[config.mk]
export PLATFORM = sky130hd
export DESIGN_NAME = fetch_stage
export DESIGN_NICKNAME = d
export VERILOG_FILES = /design/src/rtl/fetch_stage.sv
export SDC_FILE = /design/constraint.sdc
export NUM_CORES = 1
export LEC_CHECK = 0
export ABC_AREA = 1
export BUFFER_PORTS_ARGS = -buffer_cell sky130_fd_sc_hd__buf_2
export CELL_PAD_IN_SITES_DETAIL_PLACEMENT = 0
export CELL_PAD_IN_SITES_GLOBAL_PLACEMENT = 2
export CORE_ASPECT_RATIO = 1.25
export CORE_MARGIN = 4
export CORE_UTILIZATION = 27
export CTS_CLUSTER_DIAMETER = 120
export DETAILED_ROUTE_END_ITERATION = 10
export PLACE_DENSITY = 0.95
export RECOVER_POWER = 50
export REMOVE_ABC_BUFFERS = 1
export SETUP_SLACK_MARGIN = 0.05
export SLEW_MARGIN = 20
export SYNTH_ARGS = -nofsm -noshare
export SYNTH_HDL_FRONTEND = slang
export SYNTH_SLANG_ARGS = --single-unit
[constraint.sdc]
create_clock -name CLK -period 2.69 [get_ports CLK]
set_input_delay 0.538 -clock CLK [delete_from_list [all_inputs] [get_ports CLK]]
set_output_delay 0.538 -clock CLK [all_outputs]
set_load 0.01 [all_outputs]
[src/rtl/fetch_stage.sv]
// Instruction fetch stage: PC register, IF/ID pipeline latch and fetch counter,
// with a RUN/HALTED state machine driven by hazard-unit and memory controls.
module fetch_stage #(
  parameter logic [31:0] PC_INIT = 32'h00000000
) (
  input  logic        CLK,
  input  logic        nRST,
  input  logic        ihit,
  input  logic [31:0] imemload,
  input  logic        pc_stall,
  input  logic        fetch_stall,
  input  logic        fetch_flush,
  input  logic        mem_wait,
  input  logic [1:0]  pc_sel,
  input  logic [31:0] branch_target,
  input  logic [31:0] jump_target,
  input  logic [31:0] jr_target,
  input  logic        halt,
  output logic        imemREN,
  output logic [31:0] imemaddr,
  output logic [31:0] ifid_instr,
  output logic [31:0] ifid_npc,
  output logic        ifid_valid,
  output logic [31:0] fetch_count
);

  typedef enum logic {RUN, HALTED} state_t;

  state_t      r_state, w_state_nxt;
  logic [31:0] r_pc, w_pc_nxt;
  logic [31:0] r_instr, w_instr_nxt;
  logic [31:0] r_npc, w_npc_nxt;
  logic        r_valid, w_valid_nxt;
  logic [31:0] r_count;
  logic [31:0] w_pc_plus4;
  logic [31:0] w_target;
  logic        w_redirect;
  logic        w_load;

  assign w_pc_plus4 = r_pc + 32'd4;
  assign w_redirect = (pc_sel != 2'b00);

  // Redirect target selection from the pc_sel encoding.
  always_comb begin
    w_target = w_pc_plus4;
    case (pc_sel)
      2'b01:   w_target = branch_target;
      2'b10:   w_target = jump_target;
      2'b11:   w_target = jr_target;
      default: w_target = w_pc_plus4;
    endcase
  end

  // Next-state: halting is deferred while a data access is pending.
  always_comb begin
    w_state_nxt = r_state;
    case (r_state)
      RUN:     if (halt && !mem_wait) w_state_nxt = HALTED;
      HALTED:  w_state_nxt = HALTED;
      default: w_state_nxt = RUN;
    endcase
  end

  // Next PC: mem_wait freezes, redirect beats pc_stall and a pending miss.
  always_comb begin
    w_pc_nxt = r_pc;
    if (r_state == HALTED || mem_wait) w_pc_nxt = r_pc;
    else if (w_redirect)               w_pc_nxt = w_target;
    else if (pc_stall)                 w_pc_nxt = r_pc;
    else if (ihit)                     w_pc_nxt = w_pc_plus4;
  end

  // Next IF/ID contents: flush beats stall; anything not loaded becomes a bubble.
  always_comb begin
    w_instr_nxt = '0;
    w_npc_nxt   = '0;
    w_valid_nxt = 1'b0;
    w_load      = 1'b0;
    if (mem_wait) begin
      w_instr_nxt = r_instr;
      w_npc_nxt   = r_npc;
      w_valid_nxt = r_valid;
    end else if (r_state == HALTED || fetch_flush || w_redirect) begin
      w_instr_nxt = '0;
    end else if (fetch_stall) begin
      w_instr_nxt = r_instr;
      w_npc_nxt   = r_npc;
      w_valid_nxt = r_valid;
    end else if (ihit) begin
      w_instr_nxt = imemload;
      w_npc_nxt   = w_pc_plus4;
      w_valid_nxt = 1'b1;
      w_load      = 1'b1;
    end
  end

  // State, PC, IF/ID latch and fetch counter registers.
  always_ff @(posedge CLK) begin
    if (nRST) begin
      r_state <= RUN;
      r_pc    <= PC_INIT;
      r_instr <= '0;
      r_npc   <= '0;
      r_valid <= 1'b0;
      r_count <= '0;
    end else begin
      r_state <= w_state_nxt;
      r_pc    <= w_pc_nxt;
      r_instr <= w_instr_nxt;
      r_npc   <= w_npc_nxt;
      r_valid <= w_valid_nxt;
      if (w_load) r_count <= r_count + 32'd1;
    end
  end

  assign imemREN     = (r_state == RUN);
  assign imemaddr    = r_pc;
  assign ifid_instr  = r_instr;
  assign ifid_npc    = r_npc;
  assign ifid_valid  = r_valid;
  assign fetch_count = r_count;

endmodule

==> flow_summary.yaml <==
pwr:
  power_frac_clock: 0.477
  ir_drop_mv: 0.413
  leakagePower_nw: 3.54
  power.internal_mw: 3.62
  power.density_nw_per_um2: 566
  swShare: 0.267
  switchingPower_mw: 1.32
  power_frac_seq: 0.415
  p_comb_frac: 0.108
  power.total_mw: 4.95
clock_tree:
  cts_tree: "done"
  cts_htree_levels: 4
  root_buffer: "clkbuf_16"
  clk_pin_slew_ps: 60
  cts_resized: 0
  postCtsHoldBufs: 0
  post_cts_buffers: 0
  cts-buffers-inserted: 17
  clk-insertion-delay-late_ps: 420
  cts_max_path_buffers: 2
  cts_sinks: 130
sta:
  fmax_ghz: 0.473
  setup_violations: 0
  worstMarginPinSlew_ps: 2060
  skew_ps: 10.4
  rsz0062_at_grt: "no"
  period_needed_ps: 2110
  hold_viol_final: 0
  finalCritPeriodShare: 0.786
  drv_slew: 87
  slew-limit-headroom: -0.372
die:
  io_pins: 268
  die_width_um: 148
  num_rows: 63
  dieArea_um2: 27100
  die_h_um: 183
  start_util: 0.276
  core-area_um2: 24000
finish:
  stdcell_count: 1607
  nets: 1408
  drive_gt1_frac: 0.179
  areaGrowthSynthToFinish_pct: 32.1
  postLayoutCellArea_um2: 8740
  fin_util: 0.365
place:
  place_inst: 1574
  placed_cell_area_um2: 8290
  place_hpwl_um: 18600
  finalWeightedCongestion: 0.840
  portBuffers: 267
critical_path:
  cp-end-kind: "flip-flop"
  startpoint_type: "primary input"
  crit_required_ps: 3000
  cp.arrival_ps: 2430
  path_max_fanout: 39
  crit_type: "primary input to flip-flop"
routing:
  dr.pass1.iters: 5
  vias: 7431
  drt_iter0_drc: 354
  drt_wl_total_um: 25400
  antenna_left: 0
  viasPerCell: 4.62
  drcViolationCount: 0
  avgRoutedWirePerCell_um: 15.8
global_routing:
  gr-usage-all-layers: 0.186
  overflow: 0
  antenna_found_initial: 3
  grt_max_degree: 87
  first_global_vias: 7366
  grt_pass1_wl_um: 39800
worst_hold_path:
  min_path_type: "primary input to flip-flop"
yosys:
  syn_area_um2: 6610
  ys_seq_area_frac: 0.393
  ys_seq_elements: 130
  yosysWarnings: 0
  syn_inst: 1014
  avgSynthCellArea_um2: 6.52
  ys_types: 31
run_status:
  violations: "max-capacitance violations, max-slew violations"
  status: "finished with violations"
run:
  maxCapViolCount: 1
cell families (layout without fill, tap and decap cells):
kind of cell | Yosys count | after routing | share of synthesized area
buf+inv | 117 | 384 | 0.0715
compound gates | 177 | 177 | 0.145
flops | 130 | 130 | 0.393
simple gates | 566 | 566 | 0.357
other cells | 0 | 1 | 0
fa+ha+maj | 2 | 2 | 0.00378
xor+xnor | 22 | 22 | 0.0291
synth_stat cells:
master     number  share of area
xnor2_1         8          0.011
nor2_1         82          0.047
xor2_1         14          0.019
o21bai_1        1         0.0011
nor2_2         14          0.013
o2111ai_1       1         0.0013
or2_2           1        0.00095
nand3b_1        8         0.0091
a21oi_1       106          0.080
nor4_1          2         0.0019
nor2_4          4         0.0068
dfxtp_1       130           0.39
a221oi_1        4         0.0053
ha_1            2         0.0038
o21ai_1         4         0.0030
nand2_2         5         0.0047
nand4_1        10         0.0095
o21ai_0        37          0.028
nand2_1       368           0.21
nand3_1        56          0.042
clkbuf_1       21          0.012
inv_1          69          0.039
nor3_1         14          0.011
buf_1           5         0.0028
a211oi_1       17          0.019
buf_4           4         0.0045
nor3b_1         2         0.0023
inv_2           3         0.0017
a22o_1          1         0.0013
buf_2          15          0.011
a31oi_1         6         0.0057
layer usage:
layer	GRT usage	wire [µm]	vias to the layer above	part of all wire
met3	0.0484	1770	37	0.070
met1	0.228	10600	3359	0.42
met2	0.321	12600	247	0.50
met4	0.0577	422	4	0.017
li1	-	-	3784	-
met5	0	27	-	0.0011
cells in the final DEF (no fill, tap or decap), drive strengths merged, types with 10 or more instances in the layout:
| cell type | count |
|---|---|
| xor2 | 14 |
| dfxtp | 130 |
| inv | 74 |
| clkbuf | 130 |
| o21ai | 41 |
| buf | 171 |
| nor3 | 14 |
| nand2 | 373 |
| a211oi | 17 |
| a21oi | 106 |
| nand3 | 56 |
| nand4 | 10 |
| nor2 | 100 |
sequential cells by signal (all words and copies together), names as in the netlist:
register	flops
ifid_npc	32
ifid_valid	1
fetch_count	32
r_state	1
ifid_instr	32
imemaddr	32
layout make-up:
type / instances / area (µm²)
multi-input cells: 767 / 3540
repair buffers: 280 / 1320
diodes: 1 / 2.50
clock inverters: 11 / 126
inverters: 72 / 270
fillers: 2740 / 15200
clock buffers: 21 / 470
well taps: 325 / 407
flip-flops and latches: 130 / 2600
worst max-delay path, stage by stage:
cell,delay [ps]
clkbuf_1,110
inv_1,230
nand2_1,230
nand2_1,170
nand2_1,80
clkbuf_2,480
or2_2,460
nand3_1,80
inv_1,40
stage by stage:
stage	hold slack (ps)	setup TNS (ps)	setup WS, ps
after floorplan	480	-5330	-321
after global placement	445	0	544
after detailed placement	450	0	524
after CTS	340	0	812
after global routing	345	0	425
final	361	0	575
power groups by stage:
stage / logic, mW / registers [mW] / clock network (mW)
2_1_floorplan: 0.232 / 2.09 / 0
6_report: 0.535 / 2.05 / 2.36
3_3_place_gp: 0.553 / 2.09 / 0
3_5_place_dp: 0.555 / 2.09 / 0
5_1_grt: 0.604 / 2.06 / 2.52
4_1_cts: 0.557 / 2.05 / 2.45
path summary, 6_finish.rpt:
check | slack, ps | to | from | cells after the start
worst max register to register | 820 | ifid_npc[28]$_SDFFE_PP0P_ | imemaddr[2]$_SDFFE_PP0P_ | 10
worst min-delay path | 360 | r_state$_SDFF_PP0_ | halt | 3
worst min register to register | 460 | ifid_instr[31]$_SDFFE_PP0P_ | ifid_instr[31]$_SDFFE_PP0P_ | 2
worst max-delay path | 580 | imemaddr[10]$_SDFFE_PP0P_ | pc_sel[0] | 9
Power figures use the tool's default switching activity.
